$ cat config.mk
export PLATFORM = sky130hd
export DESIGN_NAME = page_dma
export DESIGN_NICKNAME = d
export VERILOG_FILES = /design/src/rtl/page_dma.sv
export SDC_FILE = /design/constraint.sdc
export NUM_CORES = 1
export LEC_CHECK = 0
export CAP_MARGIN = 20
export CORE_UTILIZATION = 50
export DETAILED_ROUTE_END_ITERATION = 12
export GPL_TIMING_DRIVEN = 1
export PLACE_DENSITY = 0.78
export RECOVER_POWER = 25
export SLEW_MARGIN = 20
export SYNTH_ARGS = -nofsm -noshare
export SYNTH_HDL_FRONTEND = slang
export SYNTH_SLANG_ARGS = --single-unit
$ cat constraint.sdc
create_clock -name clk -period 13.9 [get_ports clk]
set_input_delay 2.78 -clock clk [delete_from_list [all_inputs] [get_ports clk]]
set_output_delay 2.78 -clock clk [all_outputs]
set_load 0.005 [all_outputs]
$ cat src/rtl/page_dma.sv
// page_dma: register-programmed paged block-copy engine.
// Takes the memory bus with bus_req/bus_ack and copies 1-256 bytes from
// (SPAGE, SRC) to (DPAGE, DST). Optional fill mode is built in when the
// macro PAGE_DMA_FILL_EN is defined; the default build has no fill logic.
module page_dma (
    input  logic        clk,
    input  logic        rst,
    input  logic [4:0]  AD,
    input  logic [7:0]  DI,
    output logic [7:0]  DO,
    input  logic        rw,
    input  logic        cs,
    output logic        bus_req,
    input  logic        bus_ack,
    output logic [4:0]  m_page,
    output logic [15:0] m_addr,
    output logic [7:0]  m_dout,
    input  logic [7:0]  m_din,
    output logic        m_en,
    output logic        m_we,
    output logic        irq
);

    typedef enum logic [2:0] {IDLE, REQ, RD, LAT, WR, NXT, FIN} state_t;

    state_t      state, state_nxt;

    // Programming registers
    logic [7:0]  src_h, src_l, dst_h, dst_l, len;
    logic [4:0]  spage, dpage;
    logic        ien, done, fill;

    // Working copy of the transfer
    logic [15:0] src_cnt, dst_cnt;
    logic [8:0]  cnt;
    logic [7:0]  buf_q;
    logic        rd_prev;

    // Last values presented on the memory port, held between strobes
    logic [4:0]  page_q;
    logic [15:0] addr_q;
    logic [7:0]  dout_q;

    logic [2:0]  sel;
    logic        wr_en, busy, start_wr;
    logic [7:0]  rd_data;
    logic        unused_ad;

    assign unused_ad = ^AD[4:3];
    assign sel       = AD[2:0];
    assign wr_en     = cs & ~rw;
    assign busy      = (state != IDLE);
    assign start_wr  = wr_en && (sel == 3'd7) && DI[0] && !busy;
    assign irq       = done & ien;

    // State register
    always_ff @(posedge clk or posedge rst) begin
        if (rst) state <= IDLE;
        else     state <= state_nxt;
    end

    // Next-state and bus/strobe outputs; every bus state freezes while bus_ack is low
    always_comb begin
        state_nxt = state;
        bus_req   = 1'b0;
        m_en      = 1'b0;
        m_we      = 1'b0;
        case (state)
            IDLE: if (start_wr) state_nxt = REQ;
            REQ: begin
                bus_req = 1'b1;
                if (bus_ack) state_nxt = fill ? WR : RD;
            end
            RD: begin
                bus_req = 1'b1;
                if (bus_ack) begin
                    m_en      = 1'b1;
                    state_nxt = LAT;
                end
            end
            LAT: begin
                bus_req = 1'b1;
                if (bus_ack) state_nxt = WR;
            end
            WR: begin
                bus_req = 1'b1;
                if (bus_ack) begin
                    m_en      = 1'b1;
                    m_we      = 1'b1;
                    state_nxt = NXT;
                end
            end
            NXT: begin
                bus_req = 1'b1;
                if (bus_ack) state_nxt = (cnt == 9'd1) ? FIN : (fill ? WR : RD);
            end
            FIN:     state_nxt = IDLE;
            default: state_nxt = IDLE;
        endcase
    end

    // Memory port: drive the active address/data during a strobe, hold otherwise
    always_comb begin
        m_page = page_q;
        m_addr = addr_q;
        m_dout = dout_q;
        if (state == RD && bus_ack) begin
            m_page = spage;
            m_addr = src_cnt;
        end else if (state == WR && bus_ack) begin
            m_page = dpage;
            m_addr = dst_cnt;
`ifdef PAGE_DMA_FILL_EN
            m_dout = fill ? src_l : buf_q;
`else
            m_dout = buf_q;
`endif
        end
    end

    // Register read multiplexer
    always_comb begin
        rd_data = 8'h00;
        case (sel)
            3'd0: rd_data = src_h;
            3'd1: rd_data = src_l;
            3'd2: rd_data = dst_h;
            3'd3: rd_data = dst_l;
            3'd4: rd_data = {3'b000, spage};
            3'd5: rd_data = {3'b000, dpage};
            3'd6: rd_data = len;
            3'd7: rd_data = {busy, done, 3'b000, fill, ien, 1'b0};
            default: rd_data = 8'h00;
        endcase
    end

    // Register file: writes to 0-6 only while idle; CTRL IEN/DONE_CLR always accepted
    always_ff @(posedge clk or posedge rst) begin
        if (rst) begin
            src_h <= 8'h00;
            src_l <= 8'h00;
            dst_h <= 8'h00;
            dst_l <= 8'h00;
            spage <= 5'd0;
            dpage <= 5'd0;
            len   <= 8'h00;
            ien   <= 1'b0;
            done  <= 1'b0;
            DO    <= 8'h00;
        end else begin
            if (cs && rw) DO <= rd_data;
            if (wr_en) begin
                case (sel)
                    3'd0: if (!busy) src_h <= DI;
                    3'd1: if (!busy) src_l <= DI;
                    3'd2: if (!busy) dst_h <= DI;
                    3'd3: if (!busy) dst_l <= DI;
                    3'd4: if (!busy) spage <= DI[4:0];
                    3'd5: if (!busy) dpage <= DI[4:0];
                    3'd6: if (!busy) len   <= DI;
                    3'd7: ien <= DI[1];
                    default: ;
                endcase
            end
            // Completion has priority over a simultaneous DONE_CLR
            if (state == FIN)
                done <= 1'b1;
            else if (start_wr || (wr_en && sel == 3'd7 && DI[6]))
                done <= 1'b0;
        end
    end

`ifdef PAGE_DMA_FILL_EN
    // FILL control bit, only writable while idle
    always_ff @(posedge clk or posedge rst) begin
        if (rst)
            fill <= 1'b0;
        else if (wr_en && sel == 3'd7 && !busy)
            fill <= DI[2];
    end
`else
    assign fill = 1'b0;
`endif

    // Working counters, byte buffer and held memory-port values
    always_ff @(posedge clk or posedge rst) begin
        if (rst) begin
            src_cnt <= 16'h0000;
            dst_cnt <= 16'h0000;
            cnt     <= 9'd0;
            buf_q   <= 8'h00;
            rd_prev <= 1'b0;
            page_q  <= 5'd0;
            addr_q  <= 16'h0000;
            dout_q  <= 8'h00;
        end else begin
            if (start_wr) begin
                src_cnt <= {src_h, src_l};
                dst_cnt <= {dst_h, dst_l};
                cnt     <= (len == 8'h00) ? 9'd256 : {1'b0, len};
            end else if (state == NXT && bus_ack) begin
                if (!fill) src_cnt <= src_cnt + 16'd1;
                dst_cnt <= dst_cnt + 16'd1;
                cnt     <= cnt - 9'd1;
            end
            // Read data is valid exactly one cycle after the read strobe,
            // so capture on the first LAT cycle even if the bus was just dropped
            rd_prev <= (state == RD) && bus_ack;
            if (state == LAT && rd_prev) buf_q <= m_din;
            page_q <= m_page;
            addr_q <= m_addr;
            dout_q <= m_dout;
        end
    end

endmodule

## Word level (Yosys, flattened, before mapping)

Cells that the tools add are included.

- Register bits: 142
- Latch bits: 0
- Memory bits (writable): 0
- Bits in read-only memories: 0
- Bits of input ports: 26
- Output and inout port bits: 41
- Logic and storage cells: 102
- Memories: 0

- $add $sub $neg: 3
- $mul: 0
- Div/mod/pow operators: 0
- $lt $le $gt $ge: 0
- Eq/ne operators: 20
- Shift-type cells: 0
- Mux-type cells: 28
- Bitwise gates (word level): 4
- Reduce and logical (&&, ||, !) cells: 28

Operator list:

| operator | count |
|---|---|
| 2-to-1 mux 16 bit | 6 |
| one-hot mux 8 bit (8 select lines) | 1 |
| adder 16 x 1 -> 16 bit, second input constant | 2 |
| 2-to-1 mux 9 bit | 3 |
| equality test 3 bit, second input constant | 7 |
| 2-to-1 mux 3 bit | 7 |
| AND reduction 3 bit | 7 |
| one-hot mux 3 bit (6 select lines) | 1 |
| 2-to-1 mux 8 bit | 2 |
| equality test 3 x 2 -> 1 bit, second input constant | 4 |
| != test 2 bit, second input constant | 6 |
| 2-to-1 mux 5 bit | 2 |
| equality test 9 x 1 -> 1 bit, second input constant | 1 |
| logical AND 1 bit | 9 |
| subtractor 9 x 1 -> 9 bit, second input constant | 1 |
| logical NOT 8 bit | 1 |
| equality test 3 x 1 -> 1 bit, second input constant | 2 |
| logical NOT 3 bit | 2 |
| 2-to-1 mux 1 bit | 6 |
| AND reduction 6 bit | 1 |
| OR reduction 5 bit | 1 |
| nonzero test 2 bit | 2 |
| nonzero test 3 bit | 1 |
| AND 1 bit | 2 |
| 5 further kinds | 6 |

## Logic depth before layout (Yosys ltp)

Gate-level depths: netlist of the first run.

- Depth in word-level cells: 8
- Gate-level depth with buffers: 8
- Depth with buffers taken out: 7

## Least setup slack after synthesis of the first run

No wires, ideal clock.

- Path type: input port to output port
- From: input port bus_ack
- To: output port m_addr[10]
- Arrival time: 4.057 ns
- Required time: 11.120 ns
- Slack: 7.063 ns
- Stages: 6
- Buffers on the path: 2
- Cells stage by stage: clkbuf_1 nand2b_1 nor2_1 buf_1 mux2i_1 o21ai_0

- Longest elaborated chain between the ends: 3
- Elaborated cells on any way between the ends: 4
- Those cells by class: mux (2); reduce/logical (2)

Ends and longest elaborated chain:

| element | RTL line | text |
|---|---|---|
| from (decl) | 14 | `input logic bus_ack,` |
| logical AND 1 bit | 110 | `end else if (state == WR && bus_ack) begin` |
| 2-to-1 mux 16 bit | 110 |  |
| 2-to-1 mux 16 bit (*) | 107 | `if (state == RD && bus_ack) begin` |
| to (decl) | 16 | `output logic [15:0] m_addr,` |

Every way passes the cells marked *; elsewhere a longest branch is shown, timed or not.

## Worst setup path in the final report of the first run

- From: input port bus_ack
- To: output port m_addr[11]

Same word-level chain as after synthesis.

==> results of run 1 <==
==> cells by family after synthesis <==
kind of cell / share of synthesized area [%]
AOI/OAI and AO/OA: 11.7
xor gates and xnor gates: 1.92
adders and majority gates: 0.913
buffers and inverters: 2.76
DFF: 51.9
muxes: 16.4
and+or+nand+nor: 14.5
==> worst reg2reg max path, delay by kind of cell (launching register included) <==
family                 cells  cell delay (ns)
DFF                        1             0.52
AOI/OAI and AO/OA          1             0.34
buffers and inverters      1             0.51
and+or+nand+nor            4             1.20
==> sequential cells by signal (all words and copies together) (netlist names), 5 cells and up <==
signal / flops
dst_h: 8
len: 8
src_cnt: 16
DO: 8
buf_q: 8
cnt: 9
dout_q: 8
dst_l: 8
dpage: 5
src_l: 8
page_q: 5
spage: 5
addr_q: 16
dst_cnt: 16
src_h: 8
==> metrics by stage <==
| stage | util [%] | hold slack, ns |
|---|---|---|
| after floorplan | - | 0.457 |
| after global placement | 57.4 | 0.470 |
| after detailed placement | 57.4 | 0.473 |
| after CTS | 61.7 | 0.489 |
| after global routing | 61.8 | 0.512 |
| final | 61.8 | 0.483 |
==> layout make-up <==
| class | instances | area [um^2] | area share, % |
|---|---|---|---|
| clock inverter | 7 | 85.1 | 1.04 |
| inverter | 10 | 38.8 | 0.472 |
| tap | 176 | 220 | 2.68 |
| timing repair buffer | 71 | 706 | 8.59 |
| sequential | 142 | 3550 | 43.3 |
| clock buffer | 25 | 485 | 5.91 |
| multi-input combinational | 448 | 3130 | 38.1 |
==> metal layers <==
metal,vias to the layer above,track usage (%),routed length [um]
li1,2412,-,-
met2,226,40.1,8090
met3,45,5.27,1150
met1,2623,36.4,7750
met4,0,13.9,594
met5,-,0,0
==> cells in the mapped netlist (4+ instances only) <==
| master | count |
|---|---|
| ha_1 | 5 |
| inv_1 | 10 |
| clkbuf_1 | 25 |
| nand2b_1 | 5 |
| nand3_1 | 23 |
| buf_1 | 4 |
| nor2b_1 | 4 |
| a22oi_1 | 8 |
| xor2_1 | 8 |
| xnor2_1 | 7 |
| a21oi_1 | 12 |
| nor4_1 | 7 |
| o211ai_1 | 12 |
| mux2i_1 | 28 |
| buf_2 | 4 |
| nor3_1 | 4 |
| o21ai_0 | 57 |
| nor2_1 | 33 |
| dfrtp_1 | 142 |
| a221o_1 | 5 |
| o31ai_1 | 4 |
| nand2_1 | 91 |
| nand4_1 | 10 |
| mux2_2 | 66 |
==> worst max path at each step <==
stage                 start         end  cells past startpoint
floorplan           bus_ack  m_addr[10]                      6
global placement    bus_ack   m_page[3]                      6
detailed placement  bus_ack  m_addr[11]                      6
CTS                 bus_ack   m_page[3]                      6
global route        bus_ack   m_addr[0]                      7
finish              bus_ack  m_addr[11]                      7
==> placed cells by master (no fill, tap or decap), types with 6 or more instances in the layout <==
cell type and n:
dfrtp_1 142, nand2_1 91, mux2_2 66, o21ai_0 57, clkdlybuf4s50_1 55, nor2_1 32
mux2i_1 28, nand3_1 23, clkbuf_16 17, a21oi_1 12, o211ai_1 12, nand4_1 10
inv_1 9, dlygate4sd3_1 9, a22oi_1 8, xor2_1 8, nor4_1 7, xnor2_1 7
buf_4 6
==> power groups by stage <==
stage | clock, mW | sequential, mW | combinational, mW
2_1_floorplan | 0 | 0.646 | 0.267
3_3_place_gp | 0 | 0.698 | 0.396
3_5_place_dp | 0 | 0.708 | 0.413
4_1_cts | 0.447 | 0.704 | 0.419
5_1_grt | 0.466 | 0.726 | 0.458
6_report | 0.443 | 0.710 | 0.415
==> results.tsv, run 1 <==
metric	value	unit
outcome	complete, but fails checks	
violated checks	capacitance limit, slew limit	
antenna viol nets, final	0	
Critical Path, Cell by Cell	clkdlybuf4s50_1 > nand2b_1 > nor2_4 > buf_12 > mux2i_1 > o21ai_0 > clkdlybuf4s50_1	
Cell Count Post-Placement	846	
Peak VDD IR	0.115	mV
CP Max Fanout	22	
Tcrit/Tclk final	57.0	%
Critical Path Max Stage Delay	0.64	ns
DP Area	0.00763	mm^2
clock latency on the worst-skew pair	0.43	ns
H-tree levels	4	
CP top delay family	buffers and inverters	
Die W	119	um
clock root cell	clkbuf_16	
Max Slew Vio Count	84	
Mapped Cells	635	
via count	5306	
final setup margin	5.98	ns
Fillers	1053	
required time worst endpoint	11.12	ns
post-route cell area	0.00821	mm^2
# DRC	0	
skew final	0.00811	ns
EDFF count, synth	0	
Sw Pwr	0.492	mW
Fin. Hold Viols	0	
LEAKAGE	3.46	nW
vias in the first global route	5405	
drt initial violations	570	
initial core utilization	51.5	%
row cnt	42	
Crit path top cell by count	clkdlybuf4s50_1	
hold path depth	2	
clock buffer depth	2	
Worst Hold Launch	DO[5]$_DFFE_PP0P_	
Combinational Power Share	26.5	%
TritonCTS clock tree	done	
Antenna Cells	0	
synth warn	0	
Final #Nets	721	
RR Startpoint	state[0]$_DFFE_PP0P_	
R2R cell count	6	
sequential power share	45.3	%
worst slew pin tran	3.67	ns
Seq cells post-synth	142	
post-route minimum period	7.92	ns
Yosys top cell area share	51.9	%
CP Buf/Inv Count	3	
reg-to-reg endpoint	src_cnt[11]$_DFFE_PP0P_	
Num Clock Sinks	142	
ys async rst share	100	%
predominant post-synthesis flop cell	dfrtp_1	
Final GP Congestion	0.877	
drt wl/cell	20.0	um
die area	0.0142	mm^2
Port Buf Inserts	64	
CTS-repair resized insts	0	
Critical Path Start Type	input port	
pin count of the biggest net entering global routing	84	
Clock power frac	28.3	%
register area share after synthesis	51.9	%
first-pass GRT wire length	28900	um
dpl hpwl	11800	um
post-synth net total	666	
RSZ-0062 raised after global routing	false	
R2R Setup Slk	11.20	ns
Pwr Density	191	mW/mm^2
hold_buf cts	0	
endpoints failing setup	0	
crit path DAT	5.14	ns
gr ovfl total	0	
DR pass1 iterations	5	
DP Worst Slack	5.61	ns
worst min path class	register to register	
aggregate routed wire length	17600	um
GRT Total Usage	26.6	%
Cell Int Power	1.08	mW
ratio of cells with drive above 1 in the final layout	16.6	%
Max Freq	126	MHz
Cell Area, Synth	0.00685	mm^2
Worst path slowest cell	clkdlybuf4s50_1	
CTS clk-pin slew, worst paths	0.06	ns
initial antenna violation count	0	
Slew headroom	-146	%
Min-Delay Endpoint	DO[5]$_DFFE_PP0P_	
Post-CTS Setup Inserts	0	
Non-Filler Instances	879	
setup TNS	0	ns
P&R area growth vs syn	19.9	%
CTS buffer count	17	
Setup CP Type	input port to primary output	
Mapped Avg Cell Area	10.8	um^2
I/O pin count	67	
Vias/cell	6.04	
Sw Share	31.3	%
library cells used by synthesis	58	
Synth area leader	dfrtp_1	
max-cap violations	1	
Core Area	0.0133	mm^2
die height	119	um
total power draw	1.57	mW
critical path endpoint category	primary output	
synth top area cells	dfrtp_1 52%, mux2_2 11%, nand2_1 5.0%	
Note: power is estimated with default switching activity, not from simulation.
==> run 2: changes to the inputs <==
--- a/config.mk
+++ b/config.mk
@@ -9,7 +9,7 @@
 export CORE_UTILIZATION = 50
 export DETAILED_ROUTE_END_ITERATION = 12
 export GPL_TIMING_DRIVEN = 1
-export PLACE_DENSITY = 0.78
+export PLACE_DENSITY = 0.81
 export RECOVER_POWER = 25
 export SLEW_MARGIN = 20
 export SYNTH_ARGS = -nofsm -noshare
==> constraint.sdc (replaced) <==
create_clock -name clk -period 6.4 [get_ports clk]
set_input_delay 1.28 -clock clk [delete_from_list [all_inputs] [get_ports clk]]
set_output_delay 1.28 -clock clk [all_outputs]
set_load 0.005 [all_outputs]
==> run 2 against run 1 <==
  * The run still ends with capacitance limit, slew limit left
  * Hold slack gained 0.012 ns
  * Setup slack worse by 4.8 ns
  * Sequential share of layout area decreased by 0.66 points
  * Clock power grew to 2.7 times the previous value
  * Cell count is the same
  * Largest cell class unchanged
  * Largest power group unchanged
==> results.tsv, run 2 (synthesized netlist as in run 1, its figures left out) <==
metric	value	unit	change
outcome	complete, but fails checks		
violated checks	capacitance limit, slew limit		
Pwr Density	437	mW/mm^2	+130%
drt wl/cell	20.2	um	+0.95%
initial antenna violation count	0		unchanged
Port Buf Inserts	64		unchanged
Max Slew Vio Count	77		-8.3%
launch point of the critical path	bus_ack		
die area	0.0142	mm^2	unchanged
Num Clock Sinks	142		unchanged
Cell Count Post-Placement	847		+0.12%
Slew headroom	-119	%	+27 points
final setup margin	1.21	ns	-4.76 ns
critical path endpoint category	primary output		
die height	119	um	unchanged
clock root cell	clkbuf_16		
Max Freq	193	MHz	
pin count of the biggest net entering global routing	77		-8.3%
antenna viol nets, final	0		unchanged
skew final	0.00855	ns	+0.000443 ns
worst slew pin tran	3.27	ns	-0.395 ns
DP Area	0.00763	mm^2	about the same
LEAKAGE	3.52	nW	+1.6%
most common cell after layout, fill and taps aside	dfrtp_1		
Top Registers	addr_q (16), dst_cnt (16), src_cnt (16)		
required time worst endpoint	5.12	ns	-6.00 ns
CP Max Fanout	24		+9.1%
via count	5405		+1.9%
post-route cell area	0.00834	mm^2	+1.5%
Fin. Hold Viols	0		unchanged
setup TNS	0	ns	unchanged
Final GP Congestion	0.911		+3.8%
gr ovfl total	0		unchanged
first-pass GRT wire length	29100	um	+0.67%
reg-to-reg endpoint	dst_h[6]$_DFFE_PP0P_		
max-cap violations	1		unchanged
vias in the first global route	5332		-1.4%
R2R cell count	4		-2
CTS clk-pin slew, worst paths	0.06	ns	about the same
GRT Total Usage	26.8	%	+0.20 points
dpl hpwl	12000	um	+1.7%
Tcrit/Tclk final	81.0	%	
DP Worst Slack	1.19	ns	-4.43 ns
hold_buf cts	0		unchanged
commonest non-fill, non-tap cells in the layout	142 x dfrtp_1, 91 x nand2_1, 65 x mux2_2		
Die W	119	um	unchanged
clock latency on the worst-skew pair	0.43	ns	about the same
Vias/cell	6.15		+1.9%
CTS-repair resized insts	0		unchanged
Non-Filler Instances	879		unchanged
Critical Path Start Type	input port		
P&R area growth vs syn	21.8	%	
Setup CP Type	input port to primary output		
endpoints failing setup	0		unchanged
TritonCTS clock tree	done		
Core Area	0.0133	mm^2	unchanged
CTS buffer count	17		unchanged
clock buffer depth	2		unchanged
crit path to	m_dout[3]		
H-tree levels	4		unchanged
Post-CTS Setup Inserts	0		unchanged
post-route minimum period	5.19	ns	
Antenna Cells	0		unchanged
DR pass1 iterations	6		+1
drt initial violations	577		+1.2%
row cnt	42		unchanged
R2R Setup Slk	3.80	ns	-7.40 ns
aggregate routed wire length	17800	um	+0.95%
Peak VDD IR	0.299	mV	+160%
I/O pin count	67		unchanged
crit path DAT	3.91	ns	-1.23 ns
worst min path class	register to register		
RSZ-0062 raised after global routing	false		
ratio of cells with drive above 1 in the final layout	16.9	%	+0.28 points
# DRC	0		unchanged
RR Startpoint	state[2]$_DFFE_PP0P_		
initial core utilization	51.5	%	unchanged
Final #Nets	721		unchanged
## run 2: changes by cell type in the layout (fill, tap and decap cells not counted), sizes merged
cell / change
clkbuf: -5
clkinvlp: +1
bufinv: +6
dlygate4sd3: -8
clkdlybuf4s50: +8
clkinv: -2
## run 2: where the power goes
group | switching (mW) | internal, mW | total [mW]
sequential | 0.319 | 1.23 | 1.54
clock | 0.378 | 0.818 | 1.20
combinational | 0.394 | 0.512 | 0.905
## run 2: how the worst min path moves through the flow
| stage | startpoint | end | slack, ns | cells past startpoint |
|---|---|---|---|---|
| final | DO[2]$_DFFE_PP0P_ | DO[2]$_DFFE_PP0P_ | 0.50 | 2 |
| after global routing | dout_q[4]$_DFF_PP0_ | dout_q[4]$_DFF_PP0_ | 0.51 | 1 |
| after CTS | DO[2]$_DFFE_PP0P_ | DO[2]$_DFFE_PP0P_ | 0.50 | 2 |
| after detailed placement | DO[2]$_DFFE_PP0P_ | DO[2]$_DFFE_PP0P_ | 0.48 | 2 |
| after global placement | DO[6]$_DFFE_PP0P_ | DO[6]$_DFFE_PP0P_ | 0.47 | 1 |
| after floorplan | dst_h[7]$_DFFE_PP0P_ | dst_cnt[15]$_DFFE_PP0P_ | 0.46 | 2 |
## run 2: layout make-up
| class | instances | area [um^2] |
|---|---|---|
| timing repair buffer | 71 | 693 |
| sequential | 142 | 3550 |
| multi-input combinational | 448 | 3130 |
| tap | 176 | 220 |
| inverter | 10 | 38.8 |
| clock buffer | 20 | 447 |
| clock inverter | 12 | 263 |
| fill | 1019 | 4950 |
## run 2: routing by layer
| layer | routed length [um] | vias to the layer above | global-route usage [%] |
|---|---|---|---|
| met2 | 8690 | 282 | 42.2 |
| met1 | 7310 | 2678 | 36.2 |
| met3 | 1420 | 32 | 6.94 |
| met4 | 335 | 0 | 8.94 |
| met5 | 0 | - | 0 |
| li1 | - | 2413 | - |
## run 2: worst max-delay path, cell delays in order
cell and delay [ns]:
clkdlybuf4s50_1 0.62, nand2b_1 0.16, nor2_4 0.71, buf_4 0.30, mux2_2 0.36, clkdlybuf4s50_1 0.45
## run 2: through the flow
step	power [mW]	hold slack [ns]	utilization (%)
CTS	3.65	0.499	62.8
finish	3.65	0.495	62.7
floorplan	1.98	0.457	-
global route	3.83	0.509	62.7
detailed placement	2.44	0.481	57.4
global placement	2.38	0.467	57.4
==> run 3: changes to the inputs <==
--- a/config.mk
+++ b/config.mk
@@ -9,7 +9,7 @@
 export CORE_UTILIZATION = 50
 export DETAILED_ROUTE_END_ITERATION = 12
 export GPL_TIMING_DRIVEN = 1
-export PLACE_DENSITY = 0.81
+export PLACE_DENSITY = 0.78
 export RECOVER_POWER = 25
 export SLEW_MARGIN = 20
 export SYNTH_ARGS = -nofsm -noshare
==> constraint.sdc (replaced) <==
create_clock -name clk -period 5.3 [get_ports clk]
set_input_delay 1.06 -clock clk [delete_from_list [all_inputs] [get_ports clk]]
set_output_delay 1.06 -clock clk [all_outputs]
set_load 0.005 [all_outputs]
==> run 3 against run 2 <==
  * The flow still finishes with violations (capacitance limit, slew limit)
  * Die area is the same
  * Clock skew shrank 0.0011 ns
  * Final area shrank 1.2%
  * Clock power is essentially flat
  * First-iteration DRC count shrank 5.4%
  * Sequential power grew 21%
  * Register-to-register slack lost 1.1 ns
  * Largest power group unchanged
==> results.tsv, run 3 (synthesized netlist as in run 1, its figures left out) <==
metric	value	unit	change
worst min path class	register to register		
most common cell after layout, fill and taps aside	dfrtp_1		
max-cap violations	1		unchanged
die height	119	um	unchanged
RR Startpoint	state[2]$_DFFE_PP0P_		
ratio of cells with drive above 1 in the final layout	17.0	%	+0.12 points
Vias/cell	6.04		-1.8%
initial core utilization	51.5	%	unchanged
drt wl/cell	19.8	um	-1.9%
first-pass GRT wire length	28100	um	-3.2%
Crit path top cell by count	clkdlybuf4s50_1		
Port Buf Inserts	64		unchanged
clock buffer depth	2		unchanged
Worst path slowest cell	clkdlybuf4s50_1		
endpoints failing setup	0		unchanged
clock root cell	clkbuf_16		
reg-to-reg endpoint	dst_l[0]$_DFFE_PP0P_		
hold path depth	2		unchanged
Critical Path, Cell by Cell	clkdlybuf4s50_1 > nand2b_1 > nor2_4 > buf_4 > mux2i_1 > o21ai_0 > clkdlybuf4s50_1		
Max Freq	226	MHz	
CTS clk-pin slew, worst paths	0.06	ns	about the same
initial antenna violation count	0		unchanged
Core Area	0.0133	mm^2	unchanged
Slew headroom	-107	%	+12 points
Antenna Cells	0		unchanged
post-route minimum period	4.43	ns	
Fin. Hold Viols	0		unchanged
skew final	0.00746	ns	-0.00110 ns
Tcrit/Tclk final	83.6	%	
Fillers	1076		+5.6%
Num Clock Sinks	142		unchanged
Final #Nets	723		+0.28%
required time worst endpoint	4.24	ns	-0.88 ns
Setup CP Type	input port to primary output		
Critical Path Start Type	input port		
GRT Total Usage	26.2	%	-0.64 points
violated checks	capacitance limit, slew limit		
TritonCTS clock tree	done		
Min-Delay Endpoint	DO[5]$_DFFE_PP0P_		
CTS-repair resized insts	0		unchanged
LEAKAGE	3.48	nW	-1.0%
drt initial violations	546		-5.4%
R2R Setup Slk	2.71	ns	-1.09 ns
Post-CTS Setup Inserts	0		unchanged
Max Slew Vio Count	73		-5.2%
R2R cell count	4		unchanged
setup TNS	0	ns	unchanged
vias in the first global route	5156		-3.3%
RSZ-0062 raised after global routing	false		
Non-Filler Instances	880		+0.11%
P&R area growth vs syn	20.3	%	
gr ovfl total	0		unchanged
via count	5314		-1.7%
critical path endpoint category	primary output		
commonest non-fill, non-tap cells in the layout	142 x dfrtp_1, 91 x nand2_1, 65 x mux2_2		
Critical Path Max Stage Delay	0.63	ns	-0.08 ns
worst slew pin tran	3.09	ns	-0.177 ns
DR pass1 iterations	6		unchanged
Worst Hold Launch	DO[5]$_DFFE_PP0P_		
CTS buffer count	17		unchanged
die area	0.0142	mm^2	unchanged
outcome	complete, but fails checks		
antenna viol nets, final	0		unchanged
Peak VDD IR	0.319	mV	+6.8%
clock latency on the worst-skew pair	0.43	ns	about the same
Top Registers	addr_q (16), dst_cnt (16), src_cnt (16)		
row cnt	42		unchanged
crit path DAT	3.37	ns	-0.54 ns
I/O pin count	67		unchanged
H-tree levels	4		unchanged
CP Max Fanout	30		+25%
Die W	119	um	unchanged
hold_buf cts	0		unchanged
aggregate routed wire length	17400	um	-1.8%
pin count of the biggest net entering global routing	73		-5.2%
Cell Count Post-Placement	849		+0.24%
hold_ws	0.486	ns	-0.00881 ns
Pwr Density	503	mW/mm^2	+15%
Finished Core Util	62.0	%	-0.76 points
Final GP Congestion	0.912		+0.16%
dpl hpwl	11800	um	-2.0%
# DRC	0		unchanged
run 3: cell count changes in the layout (fill, tap and decap cells not counted):
cell,before,now
bufinv_16,8,2
clkbuf_8,1,6
buf_4,7,8
clkbuf_2,0,1
clkinv_2,3,4
clkinvlp_4,1,0
run 3: cell type report:
class,count,area (um^2),share of cell area [%]
Clock inverter,6,80.1,0.972
Multi-Input combinational cell,448,3130,37.9
Timing Repair Buffer,73,706,8.56
Clock buffer,25,515,6.26
Inverter,10,38.8,0.471
Sequential cell,142,3550,43.1
Tap cell,176,220,2.67
run 3: power by group:
part,leakage (nW),total (mW),internal (mW),switching (mW)
Clock,0.299,1.20,0.762,0.437
Combinational,1.33,1.08,0.619,0.464
Sequential,1.85,1.87,1.48,0.386
run 3: metrics by stage:
stage | cell area [um^2] | setup WS, ns | total power [mW]
2_1_floorplan | 6850 | 0.430 | 2.40
3_3_place_gp | 7650 | 0.930 | 2.88
3_5_place_dp | 7650 | 0.850 | 2.94
4_1_cts | 8250 | 0.847 | 4.16
5_1_grt | 8240 | 0.713 | 4.36
6_report | 8240 | 0.871 | 4.15
run 3: worst max path at each step:
stage | startpoint | to
CTS | bus_ack | m_addr[5]
detailed placement | bus_ack | m_addr[5]
global route | bus_ack | m_page[2]
global placement | bus_ack | m_addr[11]
finish | bus_ack | m_page[3]
floorplan | rst | DO[0]$_DFFE_PP0P_
run 3: critical path, delay by kind of cell:
family	cells	cell delay [ns]
muxes	1	0.16
buffers and inverters	3	1.60
AOI/OAI and AO/OA	1	0.26
and+or+nand+nor	2	0.24
run 3: per-layer routing:
layer  share of wire (%)  global-route usage [%]  vias up
li1                    -                       -     2418
met1                  44                    36.4     2666
met2                  48                    40.9      206
met3                 6.7                    5.65       24
met4                 1.4                    8.54        0
met5                   0                       0        -
